## src/rtl/sya_act_skew_feeder_if.sv

```systemverilog
// Bundle between the activation source, the skew feeder and the PE array's left edge.
// The source drives the master side; the feeder is the slave.
interface sya_act_skew_feeder_if #(
    parameter int unsigned NUM_ROW     = 16,
    parameter int unsigned ACT_WIDTH   = 8,
    parameter int unsigned DEPTH_WIDTH = 12
);
    logic                         cfg_start;
    logic [DEPTH_WIDTH-1:0]       cfg_depth;
    logic [DEPTH_WIDTH-1:0]       cfg_num_grp;
    logic [NUM_ROW*ACT_WIDTH-1:0] in_act;
    logic                         in_vld;
    logic                         in_rdy;
    logic                         array_rdy;
    logic [NUM_ROW*ACT_WIDTH-1:0] out_act;
    logic [NUM_ROW-1:0]           out_vld;
    logic [NUM_ROW-1:0]           out_acc_reset;
    logic                         busy;
    logic                         done;

    modport master (
        output cfg_start, cfg_depth, cfg_num_grp, in_act, in_vld, array_rdy,
        input  in_rdy, out_act, out_vld, out_acc_reset, busy, done
    );

    modport slave (
        input  cfg_start, cfg_depth, cfg_num_grp, in_act, in_vld, array_rdy,
        output in_rdy, out_act, out_vld, out_acc_reset, busy, done
    );
endinterface

```

## src/rtl/sya_act_skew_feeder.sv

```systemverilog
// Systolic-array activation feeder: skews row r by r cycles, sequences K*N beats plus a flush.
// Build option SYA_FEED_ZERO_GATE_EN: bubbles inject act=0 instead of the raw in_act.
module sya_act_skew_feeder #(
    parameter int unsigned NUM_ROW     = 16,
    parameter int unsigned ACT_WIDTH   = 8,
    parameter int unsigned DEPTH_WIDTH = 12
) (
    input  logic                  clk,
    input  logic                  rst_n,
    sya_act_skew_feeder_if.slave  feed
);

    localparam int unsigned DrainW = (NUM_ROW > 2) ? $clog2(NUM_ROW) : 1;
    localparam logic [DrainW-1:0] DrainLast = DrainW'((NUM_ROW >= 2) ? NUM_ROW - 2 : 0);

    typedef enum logic [2:0] {
        StIdle,
        StRun,
        StFlush,
        StDrain,
        StDone
    } state_e;

    state_e                 r_state;
    state_e                 w_state_nxt;
    logic [DEPTH_WIDTH-1:0] r_depth;
    logic [DEPTH_WIDTH-1:0] w_depth_nxt;
    logic [DEPTH_WIDTH-1:0] r_num_grp;
    logic [DEPTH_WIDTH-1:0] w_num_grp_nxt;
    logic [DEPTH_WIDTH-1:0] r_k;
    logic [DEPTH_WIDTH-1:0] w_k_nxt;
    logic [DEPTH_WIDTH-1:0] r_g;
    logic [DEPTH_WIDTH-1:0] w_g_nxt;
    logic [DrainW-1:0]      r_drain;
    logic [DrainW-1:0]      w_drain_nxt;

    logic w_adv;
    logic w_in_rdy;
    logic w_inj_vld;
    logic w_inj_acc;
    logic w_inj_zero;

    logic [NUM_ROW-1:0][ACT_WIDTH-1:0] w_out_act;
    logic [NUM_ROW-1:0]                w_out_vld;
    logic [NUM_ROW-1:0]                w_out_acc;

    // The whole array advances in lockstep with the rows' left-edge ready.
    assign w_adv = feed.array_rdy;

    always_comb begin
        w_state_nxt   = r_state;
        w_depth_nxt   = r_depth;
        w_num_grp_nxt = r_num_grp;
        w_k_nxt       = r_k;
        w_g_nxt       = r_g;
        w_drain_nxt   = r_drain;
        w_in_rdy      = 1'b0;
        w_inj_vld     = 1'b0;
        w_inj_acc     = 1'b0;
`ifdef SYA_FEED_ZERO_GATE_EN
        w_inj_zero    = 1'b1;
`else
        w_inj_zero    = 1'b0;
`endif
        case (r_state)
            StIdle: begin
                if (feed.cfg_start) begin
                    w_depth_nxt   = (feed.cfg_depth == '0) ? DEPTH_WIDTH'(1) : feed.cfg_depth;
                    w_num_grp_nxt = feed.cfg_num_grp;
                    w_k_nxt       = '0;
                    w_g_nxt       = '0;
                    w_drain_nxt   = '0;
                    w_state_nxt   = (feed.cfg_num_grp == '0) ? StFlush : StRun;
                end
            end
            StRun: begin
                w_in_rdy = feed.array_rdy;
                if (feed.in_vld && feed.array_rdy) begin
                    w_inj_vld  = 1'b1;
                    w_inj_acc  = (r_k == '0);
                    w_inj_zero = 1'b0;
                    if (r_k == r_depth - DEPTH_WIDTH'(1)) begin
                        w_k_nxt = '0;
                        if (r_g == r_num_grp - DEPTH_WIDTH'(1)) begin
                            w_state_nxt = StFlush;
                        end else begin
                            w_g_nxt = r_g + DEPTH_WIDTH'(1);
                        end
                    end else begin
                        w_k_nxt = r_k + DEPTH_WIDTH'(1);
                    end
                end
            end
            StFlush: begin
                w_inj_acc  = 1'b1;
                w_inj_zero = 1'b1;
                if (w_adv) begin
                    w_state_nxt = (NUM_ROW > 1) ? StDrain : StDone;
                end
            end
            StDrain: begin
                if (w_adv) begin
                    if (r_drain == DrainLast) begin
                        w_state_nxt = StDone;
                    end else begin
                        w_drain_nxt = r_drain + DrainW'(1);
                    end
                end
            end
            StDone: begin
                w_state_nxt = StIdle;
            end
            default: begin
                w_state_nxt = StIdle;
            end
        endcase
    end

    always_ff @(posedge clk or negedge rst_n) begin
        if (!rst_n) begin
            r_state   <= StIdle;
            r_depth   <= '0;
            r_num_grp <= '0;
            r_k       <= '0;
            r_g       <= '0;
            r_drain   <= '0;
        end else begin
            r_state   <= w_state_nxt;
            r_depth   <= w_depth_nxt;
            r_num_grp <= w_num_grp_nxt;
            r_k       <= w_k_nxt;
            r_g       <= w_g_nxt;
            r_drain   <= w_drain_nxt;
        end
    end

    // Row r is an (r+1)-deep chain; stage 0 takes the injected entry.
    for (genvar r = 0; r < NUM_ROW; r++) begin : g_row
        logic [ACT_WIDTH-1:0] r_act [r+1];
        logic [r:0]           r_vld;
        logic [r:0]           r_acc;
        logic [ACT_WIDTH-1:0] w_inj_act;

        assign w_inj_act = w_inj_zero ? '0 : feed.in_act[r*ACT_WIDTH +: ACT_WIDTH];

        always_ff @(posedge clk or negedge rst_n) begin
            if (!rst_n) begin
                for (int j = 0; j <= r; j++) begin
                    r_act[j] <= '0;
                end
                r_vld <= '0;
                r_acc <= '0;
            end else if (w_adv) begin
                r_act[0] <= w_inj_act;
                r_vld[0] <= w_inj_vld;
                r_acc[0] <= w_inj_acc;
                for (int j = 1; j <= r; j++) begin
                    r_act[j] <= r_act[j-1];
                    r_vld[j] <= r_vld[j-1];
                    r_acc[j] <= r_acc[j-1];
                end
            end
        end

        assign w_out_act[r] = r_act[r];
        assign w_out_vld[r] = r_vld[r];
        assign w_out_acc[r] = r_acc[r];
    end

    assign feed.out_act       = w_out_act;
    assign feed.out_vld       = w_out_vld;
    assign feed.out_acc_reset = w_out_acc;
    assign feed.in_rdy        = w_in_rdy;
    assign feed.busy          = (r_state != StIdle);
    assign feed.done          = (r_state == StDone);

endmodule

```

## src/flat_wrapper.sv

```systemverilog
// flat-port wrapper written by rule: the top's interface ports become plain ports
module sya_act_skew_feeder_flat 
#(
    parameter int unsigned NUM_ROW     = 16,
    parameter int unsigned ACT_WIDTH   = 8,
    parameter int unsigned DEPTH_WIDTH = 12
)
  (clk, rst_n, feed_cfg_start, feed_cfg_depth, feed_cfg_num_grp, feed_in_act, feed_in_vld, feed_array_rdy, feed_in_rdy, feed_out_act, feed_out_vld, feed_out_acc_reset, feed_busy, feed_done);
  sya_act_skew_feeder_if #(.NUM_ROW(NUM_ROW), .ACT_WIDTH(ACT_WIDTH), .DEPTH_WIDTH(DEPTH_WIDTH)) feed_i ();
  input  logic clk;
  input  logic rst_n;
  input wire logic [$bits(feed_i.cfg_start)-1:0] feed_cfg_start;
  input wire logic [$bits(feed_i.cfg_depth)-1:0] feed_cfg_depth;
  input wire logic [$bits(feed_i.cfg_num_grp)-1:0] feed_cfg_num_grp;
  input wire logic [$bits(feed_i.in_act)-1:0] feed_in_act;
  input wire logic [$bits(feed_i.in_vld)-1:0] feed_in_vld;
  input wire logic [$bits(feed_i.array_rdy)-1:0] feed_array_rdy;
  output wire logic [$bits(feed_i.in_rdy)-1:0] feed_in_rdy;
  output wire logic [$bits(feed_i.out_act)-1:0] feed_out_act;
  output wire logic [$bits(feed_i.out_vld)-1:0] feed_out_vld;
  output wire logic [$bits(feed_i.out_acc_reset)-1:0] feed_out_acc_reset;
  output wire logic [$bits(feed_i.busy)-1:0] feed_busy;
  output wire logic [$bits(feed_i.done)-1:0] feed_done;
  assign feed_i.cfg_start = feed_cfg_start;
  assign feed_i.cfg_depth = feed_cfg_depth;
  assign feed_i.cfg_num_grp = feed_cfg_num_grp;
  assign feed_i.in_act = feed_in_act;
  assign feed_i.in_vld = feed_in_vld;
  assign feed_i.array_rdy = feed_array_rdy;
  assign feed_in_rdy = feed_i.in_rdy;
  assign feed_out_act = feed_i.out_act;
  assign feed_out_vld = feed_i.out_vld;
  assign feed_out_acc_reset = feed_i.out_acc_reset;
  assign feed_busy = feed_i.busy;
  assign feed_done = feed_i.done;
  sya_act_skew_feeder #(.NUM_ROW(NUM_ROW), .ACT_WIDTH(ACT_WIDTH), .DEPTH_WIDTH(DEPTH_WIDTH)) u_core (.clk(clk), .rst_n(rst_n), .feed(feed_i));
endmodule
```

## config.mk

```make
export PLATFORM = sky130hd
export DESIGN_NAME = sya_act_skew_feeder_flat
export DESIGN_NICKNAME = d
export VERILOG_FILES = /design/src/rtl/sya_act_skew_feeder_if.sv /design/src/rtl/sya_act_skew_feeder.sv /design/src/flat_wrapper.sv
export SDC_FILE = /design/constraint.sdc
export NUM_CORES = 1
export LEC_CHECK = 0
export BUFFER_PORTS_ARGS = -buffer_cell sky130_fd_sc_hd__buf_2
export CAP_MARGIN = 20
export CORE_MARGIN = 2
export CORE_UTILIZATION = 40
export DETAILED_ROUTE_END_ITERATION = 8
export GPL_TIMING_DRIVEN = 0
export PLACE_DENSITY = 0.66
export SYNTH_ARGS = -nofsm -noshare
export SYNTH_HDL_FRONTEND = slang
export SYNTH_SLANG_ARGS = --single-unit
```

## constraint.sdc

```tcl
create_clock -name clk -period 3.1 [get_ports clk]
set_clock_uncertainty 0.2 [all_clocks]
set_input_delay 0.62 -clock clk [delete_from_list [all_inputs] [get_ports clk]]
set_output_delay 0.62 -clock clk [all_outputs]
set_load 0.02 [all_outputs]
```

# Word level (Yosys, flattened, before mapping)
# Cells that the tools add are included.
# totals
regBits	1415
out_inout_bits	163
# classes
addsub	5
n_eq_ne	16
muxes	44
reduce_logical	13
# op_table
cell	n
8-bit 2-to-1 mux	16
12-bit 2-to-1 mux	7
12-bit case mux with 2 select lines	2
12-bit logical NOT	3
12-bit by 1-bit adder with 12-bit output (second input constant)	2
12-bit equality test	2
12-bit by 1-bit subtractor with 12-bit output (second input constant)	2
3-bit 2-to-1 mux	7
4-bit 2-to-1 mux	3
3-bit case mux with 4 select lines	1
2-bit != test (second input constant)	5
2-bit by 1-bit != test with 1-bit output (second input constant)	4
4-bit case mux with 2 select lines	1
7-bit AND reduction	1
3-bit by 2-bit equality test with 1-bit output (second input constant)	2
1-bit 2-to-1 mux	5
5-bit AND reduction	1
4-bit by 1-bit adder with 4-bit output (second input constant)	1
4-bit equality test (second input constant)	1
4-bit AND reduction	1
2-bit nonzero test	2
3-bit by 1-bit equality test with 1-bit output (second input constant)	1
3-bit equality test (second input constant)	1
3-bit logical NOT	1
other kinds (6)	6

# Longest topological paths before layout
# depth
depth_word	6
ltp_mapped	13
mapped_depth_nobuf	10

# Worst setup path before layout
# Ideal clock, no wire load.
# synth_timing
kind	reg-to-reg
startpoint	register u_core.r_depth[0]
endpoint	register u_core.r_g[10]
setup_time_ns	0.076
t_arrival_ns	2.745
required_ns	2.824
slack_ns	0.079
path_stages_with_launch	12
path_buffers	1
path_cell_list	dfrtp_1 > buf_2 > inv_1 > ha_1 > nor4b_1 > nand2_1 > a2111oi_0 > o22ai_1 > nor4_4 > o2bb2ai_2 > or4_2 > a21oi_2
# synth_via
elab_chain_cells	4
# synth_rtl
item	line	rtl
start, declared	sya_act_skew_feeder.sv:26	logic [DEPTH_WIDTH-1:0] r_depth;
start signal, assigned	sya_act_skew_feeder.sv:129	r_depth <= w_depth_nxt;
12-bit by 1-bit subtractor with 12-bit output	sya_act_skew_feeder.sv:82	if (r_k == r_depth - DEPTH_WIDTH'(1)) begin
12-bit equality test	sya_act_skew_feeder.sv:82	
2-bit by 1-bit != test with 1-bit output (no line)	--	
5-bit AND reduction (no line)	--	
end signal, assigned	sya_act_skew_feeder.sv:132	r_g <= w_g_nxt;
end, declared	sya_act_skew_feeder.sv:32	logic [DEPTH_WIDTH-1:0] r_g;
# Every way passes these cells.
# A chain may end at the register's enable or synchronous reset.

# Final worst setup path
# layout_timing
startpoint	register u_core.r_num_grp[3]
endpoint	register u_core.r_g[0]
# layout_via
elab_chain_cells	4
# layout_rtl
item	line	rtl
start, declared	sya_act_skew_feeder.sv:28	logic [DEPTH_WIDTH-1:0] r_num_grp;
start signal, assigned	sya_act_skew_feeder.sv:130	r_num_grp <= w_num_grp_nxt;
12-bit by 1-bit subtractor with 12-bit output	sya_act_skew_feeder.sv:84	if (r_g == r_num_grp - DEPTH_WIDTH'(1)) begin
12-bit equality test	sya_act_skew_feeder.sv:84	
2-bit != test (no line)	--	
5-bit AND reduction (no line)	--	
# Every way passes these cells.

==> summary.txt <==
Status = finished, violations left
Failing checks = hold timing
Clock network fraction of total power = 0.320
First-pass GRT wire length = 147000 µm
Vias in the first global route = 26500
Most frequent cells in the layout = 1170 x dfrtp_1, 990 x mux2_2, 318 x buf_2
Max clock buf depth = 3
Clk_lat worst skew = 710 ps
CORE AREA = 114000 µm²
Syn Inst Count = 3175
Switching portion of total power = 0.261
Via count = 25700
Fin cells = 5403
Clock Sinks = 1175
Chip width = 343 µm
Setup TNS = 0 ps
Period utilization = 0.993
CTS Buf Count = 119
Final HPWL DP = 61500 µm
H-Tree Depth = 3
Worst rel slew slack = 0.275
Routed Antenna Nets = 0
Cts hold-fix bufs = 150
Drt drc = 0
Root buf cell = clkbuf_16
Main synth FF type = dfrtp_1
Drt pass-1 iters = 5
Drt wl/cell = 17.0 µm
Syn-to-layout area delta = 21.1%
Critical Path Start Type = flip-flop
Yosys reg bits = 1175
Max-Cap Viols = 0
Internal power = 32.8 mW
Hold Path Class = input pin to async pin
Least-Margin Pin Slew = 1090 ps
Post-Syn Area = 45900 µm²
Syn_nets = 3339
Pwr dens = 800 nW/µm²
GRT Total Usage = 0.157
Max-slew violations = 0
Seq/Total Area, Yosys = 0.641
Leading cell type in the layout, fill and taps excluded = dfrtp_1
Critical path required time = 3490 ps
Initial DRC Count = 1114
Grt ovf = 0
Avg Inst Size Synth = 14.4 µm²
WP data arrival = 3470 ps
Placed Cells = 5016
# rows = 124
Min Hold Slack = -290 ps
Reg2reg start = u_core.r_num_grp[3]
Distinct cell type count after synthesis = 66
Final count of hold timing violations = 136
Sequential fraction of design power = 0.494
Initial Util = 0.402
Reg clk slew, reported paths = 60 ps
Final wirelength = 92000 µm
I/O pin total = 320
CTS tree = built
Fmax = 325 MHz
Static Leakage = 25.5 nW
Net Sw Power = 11.6 mW
RSZ-0062 raised after global routing = yes
Final Critical Period = 3080 ps
Largest net degree at the start of global routing = 172
RePlAce Congestion = 0.797
Fin nets = 3957
Layout cell share with drive strength beyond 1 = 0.442
CP Max Fanout = 10
Antenna violations before repair = 13
DR vias/cell = 4.76
CP Capture Type = flip-flop
Critical path class = flip-flop to flip-flop
Post-synth ARST share = 1.00
Worst-case reg-to-reg path depth = 11
Die area = 117000 µm²
Reg2reg setup slack = 20 ps
Post-synth EDFFs = 0
VDD IR max = 0.530 mV
Final Setup Violations = 0
IO Port Bufs = 318
Die Ht = 343 µm
Worst reg2reg endpoint = u_core.r_g[0]
Yosys warns = 0
Comb pwr share = 0.186
[critical path, stage by stage, from the launching register on]
cell and delay (ps):
dfrtp_1 370, buf_6 140, or4_1 540, or4_1 480
o32ai_1 130, a31oi_1 110, o31ai_4 310, o2bb2ai_4 190
buf_6 160, buf_12 130, nor3_2 40, a21o_1 160
[registers in the layout, indices dropped and copies added, names as in the netlist]
name,cells
u_core.r_drain,4
u_core.g_row.r_acc,16
u_core.g_row.r_vld,16
u_core.r_g,12
u_core.r_state,3
u_core.feed.out_act,120
u_core.g_row.r_act,968
u_core.r_depth,12
u_core.r_num_grp,12
u_core.r_k,12
[worst max path at each step]
| stage | from | end | slack (ps) | cells after the start |
|---|---|---|---|---|
| floorplan | u_core.r_depth[0] | u_core.r_g[10] | 80 | 11 |
| global placement | rst_n | u_core.feed.out_act[76] | -24540 | 1 |
| detailed placement | feed_array_rdy | u_core.feed.out_act[10] | -1100 | 6 |
| CTS | u_core.r_depth[0] | u_core.r_g[7] | -50 | 13 |
| global route | u_core.r_depth[3] | u_core.r_g[0] | -100 | 10 |
| finish | u_core.r_num_grp[3] | u_core.r_g[0] | 20 | 11 |
[layer usage]
| layer | track usage | routed length (µm) |
|---|---|---|
| met2 | 0.242 | 41600 |
| met4 | 0.0526 | 2440 |
| met1 | 0.226 | 44100 |
| met5 | 0 | 75 |
| met3 | 0.0289 | 3820 |
[cells by family (layout without fill, tap and decap cells)]
| group | Yosys count | after routing | share of synthesized area |
|---|---|---|---|
| simple gates | 327 | 327 | 0.0334 |
| other cells | 0 | 6 | 0 |
| flops | 1175 | 1175 | 0.641 |
| xor+xnor | 34 | 34 | 0.00649 |
| compound gates | 210 | 210 | 0.0272 |
| buf+inv | 430 | 1140 | 0.0465 |
| fa+ha+maj | 7 | 7 | 0.00191 |
| mux | 992 | 992 | 0.243 |
[power by group through the flow]
| stage | clock, mW | sequential (mW) | combinational, mW |
|---|---|---|---|
| final | 14.2 | 21.9 | 8.27 |
| after global routing | 15.3 | 22.6 | 9.05 |
| after CTS | 14.7 | 22.0 | 8.41 |
| after detailed placement | 0 | 22.3 | 8.19 |
| after global placement | 0 | 22.2 | 7.92 |
| after floorplan | 0 | 21.5 | 6.06 |
[layout make-up]
type                    count  area (µm²)
multi-input cells        1570       14600
repair buffers            499        3610
inverters                 150         566
plain buffers             278        1580
flip-flops and latches   1175       29400
well taps                1512        1890
clock inverters            40         474
fillers                  9908       58500
clock buffers             173        3430
diodes                      6        15.0
[synthesized netlist by cell type, drive strengths merged, types with 9 or more instances]
master / n / area (µm²)
dfrtp: 1175 / 29400
xnor2: 24 / 210
nor3: 18 / 90.1
o21ai: 150 / 769
nor4: 11 / 96.3
nand3: 17 / 85.1
or3: 10 / 75.1
mux2: 990 / 11100
o31ai: 9 / 77.6
a21oi: 16 / 103
inv: 150 / 563
nor2: 20 / 75.1
nand2: 205 / 769
xor2: 10 / 87.6
or4: 10 / 80.1
clkbuf: 150 / 574
buf: 129 / 985
[what timing repair did]
item | CTS | global route
pin swaps | 12 | 13
hold endpoints to repair | 286 | 136
gates cloned | 1 | 2
endpoints found under the setup margin | 462 | 287
setup buffers | 11 | 6
resized for setup | 35 | 32
[per-stage QoR]
stage	utilization	area [µm²]	hold slack, ps	total power, mW	worst slack, ps
after global routing	0.487	55500	-245	46.9	-97.6
after floorplan	-	45900	124	27.6	78.6
after CTS	0.485	55300	-266	45.1	-45.8
after detailed placement	0.435	49600	287	30.4	-1100
final	0.487	55500	-290	44.4	21.1
after global placement	0.433	49300	282	30.1	-24540
Power figures use the tool's default switching activity.
